<file path="src/rtl/inst_rom_loader.sv">
// inst_rom_loader: run-time writer for the instruction ROM.
//   Takes a little-endian byte stream from the host, packs it into 32-bit
//   words and writes them to consecutive ROM addresses. It then reads the
//   image back and compares a readback checksum with the write checksum.
//   The PC stage is held until a verified image is present.
// Ports:
//   clock, reset (async, active low)
//   io_inFromCtl_start/len        : load request (len = word count)
//   io_inFromHost_valid/data      : byte stream in
//   io_outToHost_ready            : byte stream ready
//   io_outToIR_*                  : ROM read/write port (address shared)
//   io_inFromIR_iRRdDt            : ROM read data, READ_LAT after iREn
//   io_outToPC_hold               : stall fetch
//   io_outToCtl_done/err/sum      : status levels and image checksum
module inst_rom_loader #(
  parameter int ADDR_W   = 8,
  parameter int DEPTH    = 256,
  parameter int READ_LAT = 1
) (
  input  logic              clock,
  input  logic              reset,
  input  logic              io_inFromCtl_start,
  input  logic [ADDR_W:0]   io_inFromCtl_len,
  input  logic              io_inFromHost_valid,
  input  logic [7:0]        io_inFromHost_data,
  output logic              io_outToHost_ready,
  output logic              io_outToIR_iREn,
  output logic [ADDR_W-1:0] io_outToIR_iRRdAd,
  output logic              io_outToIR_iRWrEn,
  output logic [31:0]       io_outToIR_iRWrDt,
  input  logic [31:0]       io_inFromIR_iRRdDt,
  output logic              io_outToPC_hold,
  output logic              io_outToCtl_done,
  output logic              io_outToCtl_err,
  output logic [31:0]       io_outToCtl_sum
);
  localparam int CW = ADDR_W + 1;  // word counters: DEPTH itself is representable
  localparam int VW = ADDR_W + 2;  // verify counter also spans the drain cycles

  typedef enum logic [2:0] {IDLE, LOAD, VERIFY, DONE, ERROR} state_t;

  state_t          state, stateNxt;
  logic [CW-1:0]   lenQ, wordCnt;
  logic [1:0]      byteCnt;
  logic [23:0]     asmQ;
  logic [31:0]     wrDataQ, sumQ, rbSum, rbNext;
  logic            wrPend;
  logic [VW-1:0]   vCnt, lenExt;
  logic [READ_LAT:1] vldPipe;

  logic idleLike, lenBad, startAcc, accept, lastWr, rdIssue, rdLast;

  assign idleLike = (state == IDLE) || (state == DONE) || (state == ERROR);
  assign lenBad   = (io_inFromCtl_len == '0) || (io_inFromCtl_len > CW'(DEPTH));
  assign startAcc = io_inFromCtl_start && idleLike && !lenBad;
  assign lenExt   = {1'b0, lenQ};

  // The write of the final word is the one cycle where the stream closes.
  assign lastWr  = wrPend && (wordCnt == lenQ - CW'(1));
  assign accept  = io_outToHost_ready && io_inFromHost_valid;
  assign rdIssue = (state == VERIFY) && (vCnt < lenExt);
  assign rdLast  = (state == VERIFY) && (vCnt == lenExt + VW'(READ_LAT) - VW'(1));
  assign rbNext  = rbSum + (vldPipe[READ_LAT] ? io_inFromIR_iRRdDt : 32'd0);

  always_ff @(posedge clock or negedge reset) begin
    if (!reset) state <= IDLE;
    else        state <= stateNxt;
  end

  always_comb begin
    stateNxt           = state;
    io_outToHost_ready = 1'b0;
    io_outToIR_iREn    = 1'b0;
    io_outToIR_iRWrEn  = 1'b0;
    io_outToIR_iRRdAd  = '0;
    io_outToPC_hold    = 1'b1;
    io_outToCtl_done   = 1'b0;
    io_outToCtl_err    = 1'b0;
    case (state)
      IDLE, DONE, ERROR: begin
        io_outToPC_hold  = (state != DONE);
        io_outToCtl_done = (state == DONE);
        io_outToCtl_err  = (state == ERROR);
        if (io_inFromCtl_start) stateNxt = lenBad ? ERROR : LOAD;
      end
      LOAD: begin
        io_outToHost_ready = !lastWr;
        io_outToIR_iRWrEn  = wrPend;
        if (wrPend) io_outToIR_iRRdAd = wordCnt[ADDR_W-1:0];
        if (lastWr) stateNxt = VERIFY;
      end
      VERIFY: begin
        io_outToIR_iREn = rdIssue;
        if (rdIssue) io_outToIR_iRRdAd = vCnt[ADDR_W-1:0];
        if (rdLast) stateNxt = (rbNext == sumQ) ? DONE : ERROR;
      end
      default: stateNxt = IDLE;
    endcase
  end

  assign io_outToIR_iRWrDt = wrDataQ;
  assign io_outToCtl_sum   = sumQ;

  always_ff @(posedge clock or negedge reset) begin
    if (!reset) begin
      lenQ    <= '0;
      wordCnt <= '0;
      byteCnt <= '0;
      asmQ    <= '0;
      wrDataQ <= '0;
      wrPend  <= 1'b0;
      sumQ    <= '0;
      rbSum   <= '0;
      vCnt    <= '0;
      vldPipe <= '0;
    end else begin
      // Read-return tracker: bit READ_LAT marks the cycle data is valid.
      vldPipe[1] <= rdIssue;
      for (int i = 2; i <= READ_LAT; i++) vldPipe[i] <= vldPipe[i-1];

      wrPend <= 1'b0;
      if (startAcc) begin
        lenQ    <= io_inFromCtl_len;
        wordCnt <= '0;
        byteCnt <= '0;
        sumQ    <= '0;
        rbSum   <= '0;
        vCnt    <= '0;
      end
      if (accept) begin
        byteCnt <= byteCnt + 2'd1;
        case (byteCnt)
          2'd0: asmQ[7:0]   <= io_inFromHost_data;
          2'd1: asmQ[15:8]  <= io_inFromHost_data;
          2'd2: asmQ[23:16] <= io_inFromHost_data;
          default: begin
            // Word complete: issue the write next cycle while lane 0 of the
            // following word may already be arriving.
            wrDataQ <= {io_inFromHost_data, asmQ};
            wrPend  <= 1'b1;
          end
        endcase
      end
      if (wrPend) begin
        sumQ    <= sumQ + wrDataQ;
        wordCnt <= wordCnt + CW'(1);
      end
      if (state == VERIFY) begin
        vCnt  <= vCnt + VW'(1);
        rbSum <= rbNext;
      end
    end
  end
endmodule

</file>
<file path="config.mk">
export PLATFORM = sky130hd
export DESIGN_NAME = inst_rom_loader
export DESIGN_NICKNAME = d
export VERILOG_FILES = /design/src/rtl/inst_rom_loader.sv
export SDC_FILE = /design/constraint.sdc
export NUM_CORES = 1
export LEC_CHECK = 0
export CAP_MARGIN = 20
export CORE_MARGIN = 4
export CORE_UTILIZATION = 40
export DETAILED_ROUTE_END_ITERATION = 12
export PLACE_DENSITY = 0.7
export SLEW_MARGIN = 20
export SYNTH_ARGS = -nofsm -noshare
export SYNTH_HDL_FRONTEND = slang
export SYNTH_SLANG_ARGS = --single-unit
</file>
<file path="constraint.sdc">
create_clock -name clock -period 4.3 [get_ports clock]
set_clock_uncertainty 0.05 [all_clocks]
set_input_delay 0.86 -clock clock [delete_from_list [all_inputs] [get_ports clock]]
set_output_delay 0.86 -clock clock [all_outputs]
set_load 0.05 [all_outputs]
</file>
==> flow_summary.yaml, run 1 <==
run_status:
  status: "complete, no violations"
final_layout:
  layoutNonFillerInstCount: 1892
  design_area_mm2: 0.01489
  layout-drive-gt1-share_pct: 19.02
  fin_util_pct: 53.44
  n_antenna_cell: 0
  area_delta_synth_final_pct: 31.37
  final_net_count: 1634
timing:
  hold_violations: 0
  post-route-min-period_ns: 4.158
  tightest_slew_ns: 0.9934
  rsz0062_at_grt: "true"
  fmax_mhz: 240.5
  setup-violations-final: 0
  period_share_pct: 96.70
  finalMaxSlewViolations: 0
  slew_headroom_pct: 33.53
synth:
  synth_edf_count: 0
  synth_top_cell_by_area: "dfrtp_1"
  synthSimpleGateAreaFrac_pct: 18.00
  ys_seq_area_share_pct: 34.23
  synth-xor-area-share_pct: 8.767
  synth.avg_cell_area_um2: 8.994
  ys.flop_type: "dfrtp_1"
  synth_compound_area_share_pct: 19.84
  synth_top_area_share_pct: 34.23
  netlist_area_mm2: 0.01133
  synth_mux_area_share_pct: 6.779
  synth_top_family_by_area: "compound AO/OA/AOI/OAI gates"
  yosysWarnings: 0
  yosys.area_share.adder_pct: 8.965
  ys_ff_latch: 155
  synth_nets: 1393
  synth.distinct_cells: 75
  async_reset_ff_share_pct: 100.0
  ys_top_cells_by_area: "dfrtp_1 (34%), ha_1 (8.6%), mux2_2 (5.8%), o21ai_0 (4.9%), nand2_1 (4.7%)"
  syn_inst: 1260
global_routing:
  grt_pass1_wl_mm: 55.49
  grt_pass1_vias: 10420
  antenna_found_initial: 0
  grt_max_degree: 84
  grt_overflow_total: 0
  grtUsageTotal_pct: 22.32
worst_setup_path:
  worstPathCellList: "ha_1, nor2b_1, o21a_1, o21a_1, o21a_1, o21a_1, o21a_1, o21ai_0, a21oi_1, nor4_4, buf_6, a22o_1, buf_12"
  slowest_stage: "dfrtp_2"
  startpoint_type: "register"
  crit_path_end_kind: "output pin"
  crit_fanout: 10
  crit_top_cell: "o21a_1"
  arrival_ns: 3.25
  timing.critical_path.from: "vCnt[1]"
  r2r-start: "vldPipe"
  worst-setup-path-type: "reg2out"
  max_stage_delay_ns: 0.46
  cp.required_ns: 3.39
pwr:
  p_clk_share_pct: 21.3
  switchingPower_mw: 3.038
  cellPowerDensity_mw_per_mm2: 491.1
  comb_power_share_pct: 50.2
  leakage_nw: 6.954
  peakVddDrop_mv: 0.3216
  p_int_mw: 4.273
  pwr-share-seq_pct: 28.5
  swShare_pct: 41.55
die:
  ios: 131
  core_mm2: 0.02786
  die_area_mm2: 0.03109
  die_y_um: 176.3
  row_count: 61
  die_w_um: 176.3
  initial_core_util_pct: 40.68
flow_run:
  drv_cap: 0
detailed_routing:
  viasPerCell: 5.528
  vias: 10460
  dr.pass1.iters: 5
  wire_per_inst_um: 18.26
  drc: 0
  finalWirelength_mm: 34.55
  ant_nets: 0
  first_iter_violations: 809
hold_path:
  hp-class: "in2async"
clock_tree:
  cts_buffers: 17
  clk_path_buf_depth: 2
  clkSinkCount: 155
  cts-root-buf: "clkbuf_16"
  tritoncts: "built"
  clkTransAtPathRegs_ns: 0.08
  htreeDepth: 4
  clkLatencyLatePin_ns: 0.45
  cts-hold-fix-buffers: 0
place:
  gp_congestion: 0.9224
  io_buffers: 130
  place_area_mm2: 0.01410
  dpl.hpwl_mm: 26.64
  placed_cells: 1858
==> state kept, by name, summed over array words and instances (netlist names) <==
signal,flops
asmQ,24
byteCnt,2
io_outToCtl_sum,32
io_outToIR_iRWrDt,32
lenQ,9
rbSum,32
state,3
vCnt,10
vldPipe,1
wordCnt,9
wrPend,1
==> cells by family after synthesis <==
group	after synthesis
flip-flops	155
AND/OR/NAND/NOR	410
multiplexers	69
XOR/XNOR	104
buffers and inverters	97
AO/OA/AOI/OAI	345
adder cells (fa/ha/maj)	80
==> cell usage in the layout (no fill, tap or decap), drive strengths merged, types with 26 or more instances in the layout <==
cell type / netlist / routed
a21o: 32 / 32
buf: 17 / 161
nor3: 26 / 26
a21oi: 59 / 59
o21ai: 114 / 114
dfrtp: 155 / 155
mux2: 59 / 59
clkdlybuf4s50: 0 / 117
xnor2: 55 / 55
nor2: 55 / 55
nand3: 47 / 47
and2: 35 / 35
inv: 38 / 45
xor2: 43 / 43
ha: 78 / 78
nand2: 141 / 141
==> path summary, 6_finish.rpt <==
| check | to | slack [ns] | cells after the start |
|---|---|---|---|
| max in group asynchronous | vCnt[1] | 2.86 | 2 |
| setup / recovery | io_outToIR_iRRdAd[7] | 0.14 | 13 |
| min in group clock | rbSum[25] | 0.44 | 2 |
| setup reg to reg | state[2] | 0.35 | 15 |
| hold reg to reg | rbSum[25] | 0.44 | 2 |
| hold / removal | io_outToCtl_sum[30] | 0.40 | 1 |
==> layer usage <==
layer / part of all wire (%) / GRT usage [%] / vias to the layer above / wire, um
li1: - / - / 5075 / -
met4: 2.3 / 6.140 / 0 / 803
met5: 0 / 0 / - / 0
met3: 4.9 / 3.019 / 53 / 1687
met2: 47 / 36.38 / 290 / 16160
met1: 46 / 31.32 / 5041 / 15900
==> final cells by class <==
| type | count | area [um2] |
|---|---|---|
| fill | 2502 | 12970 |
| clock buffer | 17 | 425.4 |
| timing repair buffer | 281 | 2550 |
| tap | 378 | 473.0 |
| inverter | 38 | 142.6 |
| multi-input combinational | 1008 | 7226 |
| sequential | 155 | 3881 |
| clock inverter | 15 | 188.9 |
==> power groups by stage <==
stage / clock network [mW] / registers (mW) / logic, mW
2_1_floorplan: 0 / 2.15 / 2.19
3_3_place_gp: 0 / 2.08 / 3.48
3_5_place_dp: 0 / 2.10 / 3.54
4_1_cts: 1.58 / 2.08 / 3.58
5_1_grt: 1.65 / 2.13 / 4.04
6_report: 1.56 / 2.09 / 3.67
==> synthesized netlist by cell type (all sizes together) (10+ instances only) <==
cell,n
o21ai,114
a211oi,13
o21bai,11
inv,38
ha,78
nor4,13
and3,13
a21oi,59
and2,35
nor3,26
nand2b,15
a31oi,10
buf,17
dfrtp,155
xor2,43
nand3,47
nand4,19
mux2i,10
o21a,13
o211ai,10
a21o,32
clkbuf,42
a22o,16
nor2,55
xnor2,55
nand2,141
mux2,59
==> per-stage QoR <==
step | setup TNS, ns | hold WS, ns | power [mW] | setup WS [ns]
2_1_floorplan | 0 | 0.4063 | 4.341 | 0.04719
3_3_place_gp | -1.753 | 0.4253 | 5.568 | -0.6429
3_5_place_dp | -1.839 | 0.4292 | 5.643 | -0.6236
4_1_cts | 0 | 0.4443 | 7.241 | 0.07399
6_report | 0 | 0.4026 | 7.311 | 0.1420
5_1_grt | -0.06967 | 0.4599 | 7.817 | -0.02048
==> repair_timing <==
action                     4_1_cts  5_1_grt
resized for setup                9       23
setup endpoints to repair        3       12
setup buffers                    1        1
pin swaps                        9       13
hold endpoints to repair         0        0
==> worst max-delay path, delay by kind of cell, from the launching register on <==
family          cells  cell delay [ns]
simple gates        2             0.37
buf+inv             2             0.34
compound gates      8             1.34
flops               1             0.46
fa+ha+maj           1             0.32
(Power assumes the default switching activity.)
==> inputs of run 2 (changes only) <==
SLEW_MARGIN = 40   (was 20)
==> run 2 against run 1 <==
Compared with the run above:
- sequential share of layout area shrank 0.12 points
- worst setup slack lost 0.0046 ns
- clock power is essentially flat
- largest cell class unchanged
- critical path type unchanged
==> flow_summary.yaml, run 2 (synthesis gave the netlist of run 1 again) <==
global_routing:
  grt_pass1_vias: 10420
  antenna_found_initial: 0
  grtUsageMet2_pct: 36.62
  grt_use_met3_pct: 2.741
  grtUsageTotal_pct: 22.35
  grt_overflow_total: 0
  grt_pass1_wl_mm: 55.60
  top_usage_layer: "met2"
  grt_max_degree: 84
  grt_use_met1_pct: 31.50
detailed_routing:
  finalWirelength_mm: 34.76
  ant_nets: 0
  viasPerCell: 5.531
  first_iter_violations: 814
  wire_per_inst_um: 18.37
  dr.pass1.iters: 5
  vias: 10460
  drc: 0
hold_path:
  hp-class: "in2async"
timing:
  setup-violations-final: 0
  slew_headroom_pct: 51.74
  finalMaxSlewViolations: 0
  tightest_slew_ns: 0.7239
  timing.final.ws_setup_ns: 0.1374
  period_share_pct: 96.81
  hold_slack_ns: 0.3794
  fin_setup_tns_ns: 0
  rsz0062_at_grt: "true"
  fmax_mhz: 240.2
  hold_violations: 0
  post-route-min-period_ns: 4.163
clock_tree:
  clkTransAtPathRegs_ns: 0.08
  cts-hold-fix-buffers: 0
  clkLatencyLatePin_ns: 0.44
  htreeDepth: 4
  cts_buffers: 17
  cts-root-buf: "clkbuf_16"
  clkSinkCount: 155
  clk_path_buf_depth: 2
  tritoncts: "built"
place:
  dpl.hpwl_mm: 26.64
  place_area_mm2: 0.01410
  io_buffers: 130
  pre_cts_ws_ns: -0.6236
  gp_congestion: 0.9224
die:
  die_area_mm2: 0.03109
  ios: 131
  row_count: 61
  initial_core_util_pct: 40.68
  core_mm2: 0.02786
  die_w_um: 176.3
  die_y_um: 176.3
flow_run:
  drv_cap: 0
worst_setup_path:
  slowest_stage: "dfrtp_2"
  crit_path_end_kind: "output pin"
  r2r_setup_slack_ns: 0.30
  worst-setup-path-type: "reg2out"
  crit_fanout: 10
  startpoint_type: "register"
  cp.required_ns: 3.39
  arrival_ns: 3.25
  max_stage_delay_ns: 0.46
  crit_top_cell: "o21a_1"
  worstPathCellList: "ha_1, nor2b_1, o21a_1, o21a_1, o21a_1, o21a_1, o21a_1, o21ai_0, a21oi_1, nor4_4, buf_6, a22o_1, buf_12"
pwr:
  peakVddDrop_mv: 0.3226
  p_int_mw: 4.310
  cellPowerDensity_mw_per_mm2: 493.9
  comb_power_share_pct: 50.6
  pwr-share-seq_pct: 28.3
  swShare_pct: 41.65
  switchingPower_mw: 3.077
  p_clk_share_pct: 21.1
  leakage_nw: 6.974
final_layout:
  final_net_count: 1634
  n_antenna_cell: 0
  layout-drive-gt1-share_pct: 19.42
  mostFrequentLayoutCells: "dfrtp_1 (153), buf_4 (147), nand2_1 (140)"
  area_delta_synth_final_pct: 32.00
  final_common_cell: "dfrtp_1"
  design_area_mm2: 0.01496
run_status:
  status: "complete, no violations"
## run 2: worst paths after layout
| path | start | to | cells after the start |
|---|---|---|---|
| hold reg to reg | rbSum[17] | rbSum[17] | 2 |
| min in group clock | rbSum[17] | rbSum[17] | 2 |
| setup reg to reg | vldPipe | state[2] | 15 |
| max in group asynchronous | reset | vCnt[1] | 2 |
| hold / removal | reset | io_outToCtl_sum[30] | 1 |
| setup / recovery | vCnt[1] | io_outToIR_iRRdAd[6] | 13 |
## run 2: final cells by class
type	instances	area, um2
Multi-Input combinational cell	1008	7284
Clock buffer	17	425.4
Fill cell	2499	12900
Inverter	38	142.6
Tap cell	378	473.0
Sequential cell	155	3881
Timing Repair Buffer	281	2562
Clock inverter	15	188.9
## run 2: per-layer routing
layer  up-vias  routed length (um)
met4         0                 727
li1       5073                   -
met5         -                   0
met3        47                1709
met1      5052               15980
met2       292               16350
## run 2: stage by stage
step           std cells  power (mW)  util (%)
6_report            1892       7.387     53.69
4_1_cts             1891       7.246     52.98
3_3_place_gp        1858       5.568     50.61
2_1_floorplan       1260       4.341         -
5_1_grt             1892       7.889     53.69
3_5_place_dp        1858       5.645     50.62
## run 2: critical path: cells and delay by family, from the launching register on
kind / cells / cell delay (ns)
flops: 1 / 0.46
fa+ha+maj: 1 / 0.32
buf+inv: 2 / 0.34
compound gates: 8 / 1.33
simple gates: 2 / 0.38
## run 2: repair_timing
action                                  in CTS  in global routing
resized for setup                            8                 34
pin swaps                                    9                 18
setup buffers                                1                  1
endpoints found under the setup margin       3                 12
## run 2: power by group through the flow
stage                     Sequential [mW]  Clock [mW]  Combinational [mW]
final                                2.09        1.56                3.74
after global routing                 2.14        1.65                4.10
after CTS                            2.08        1.59                3.58
after detailed placement             2.10           0                3.54
after global placement               2.08           0                3.48
after floorplan                      2.15           0                2.19
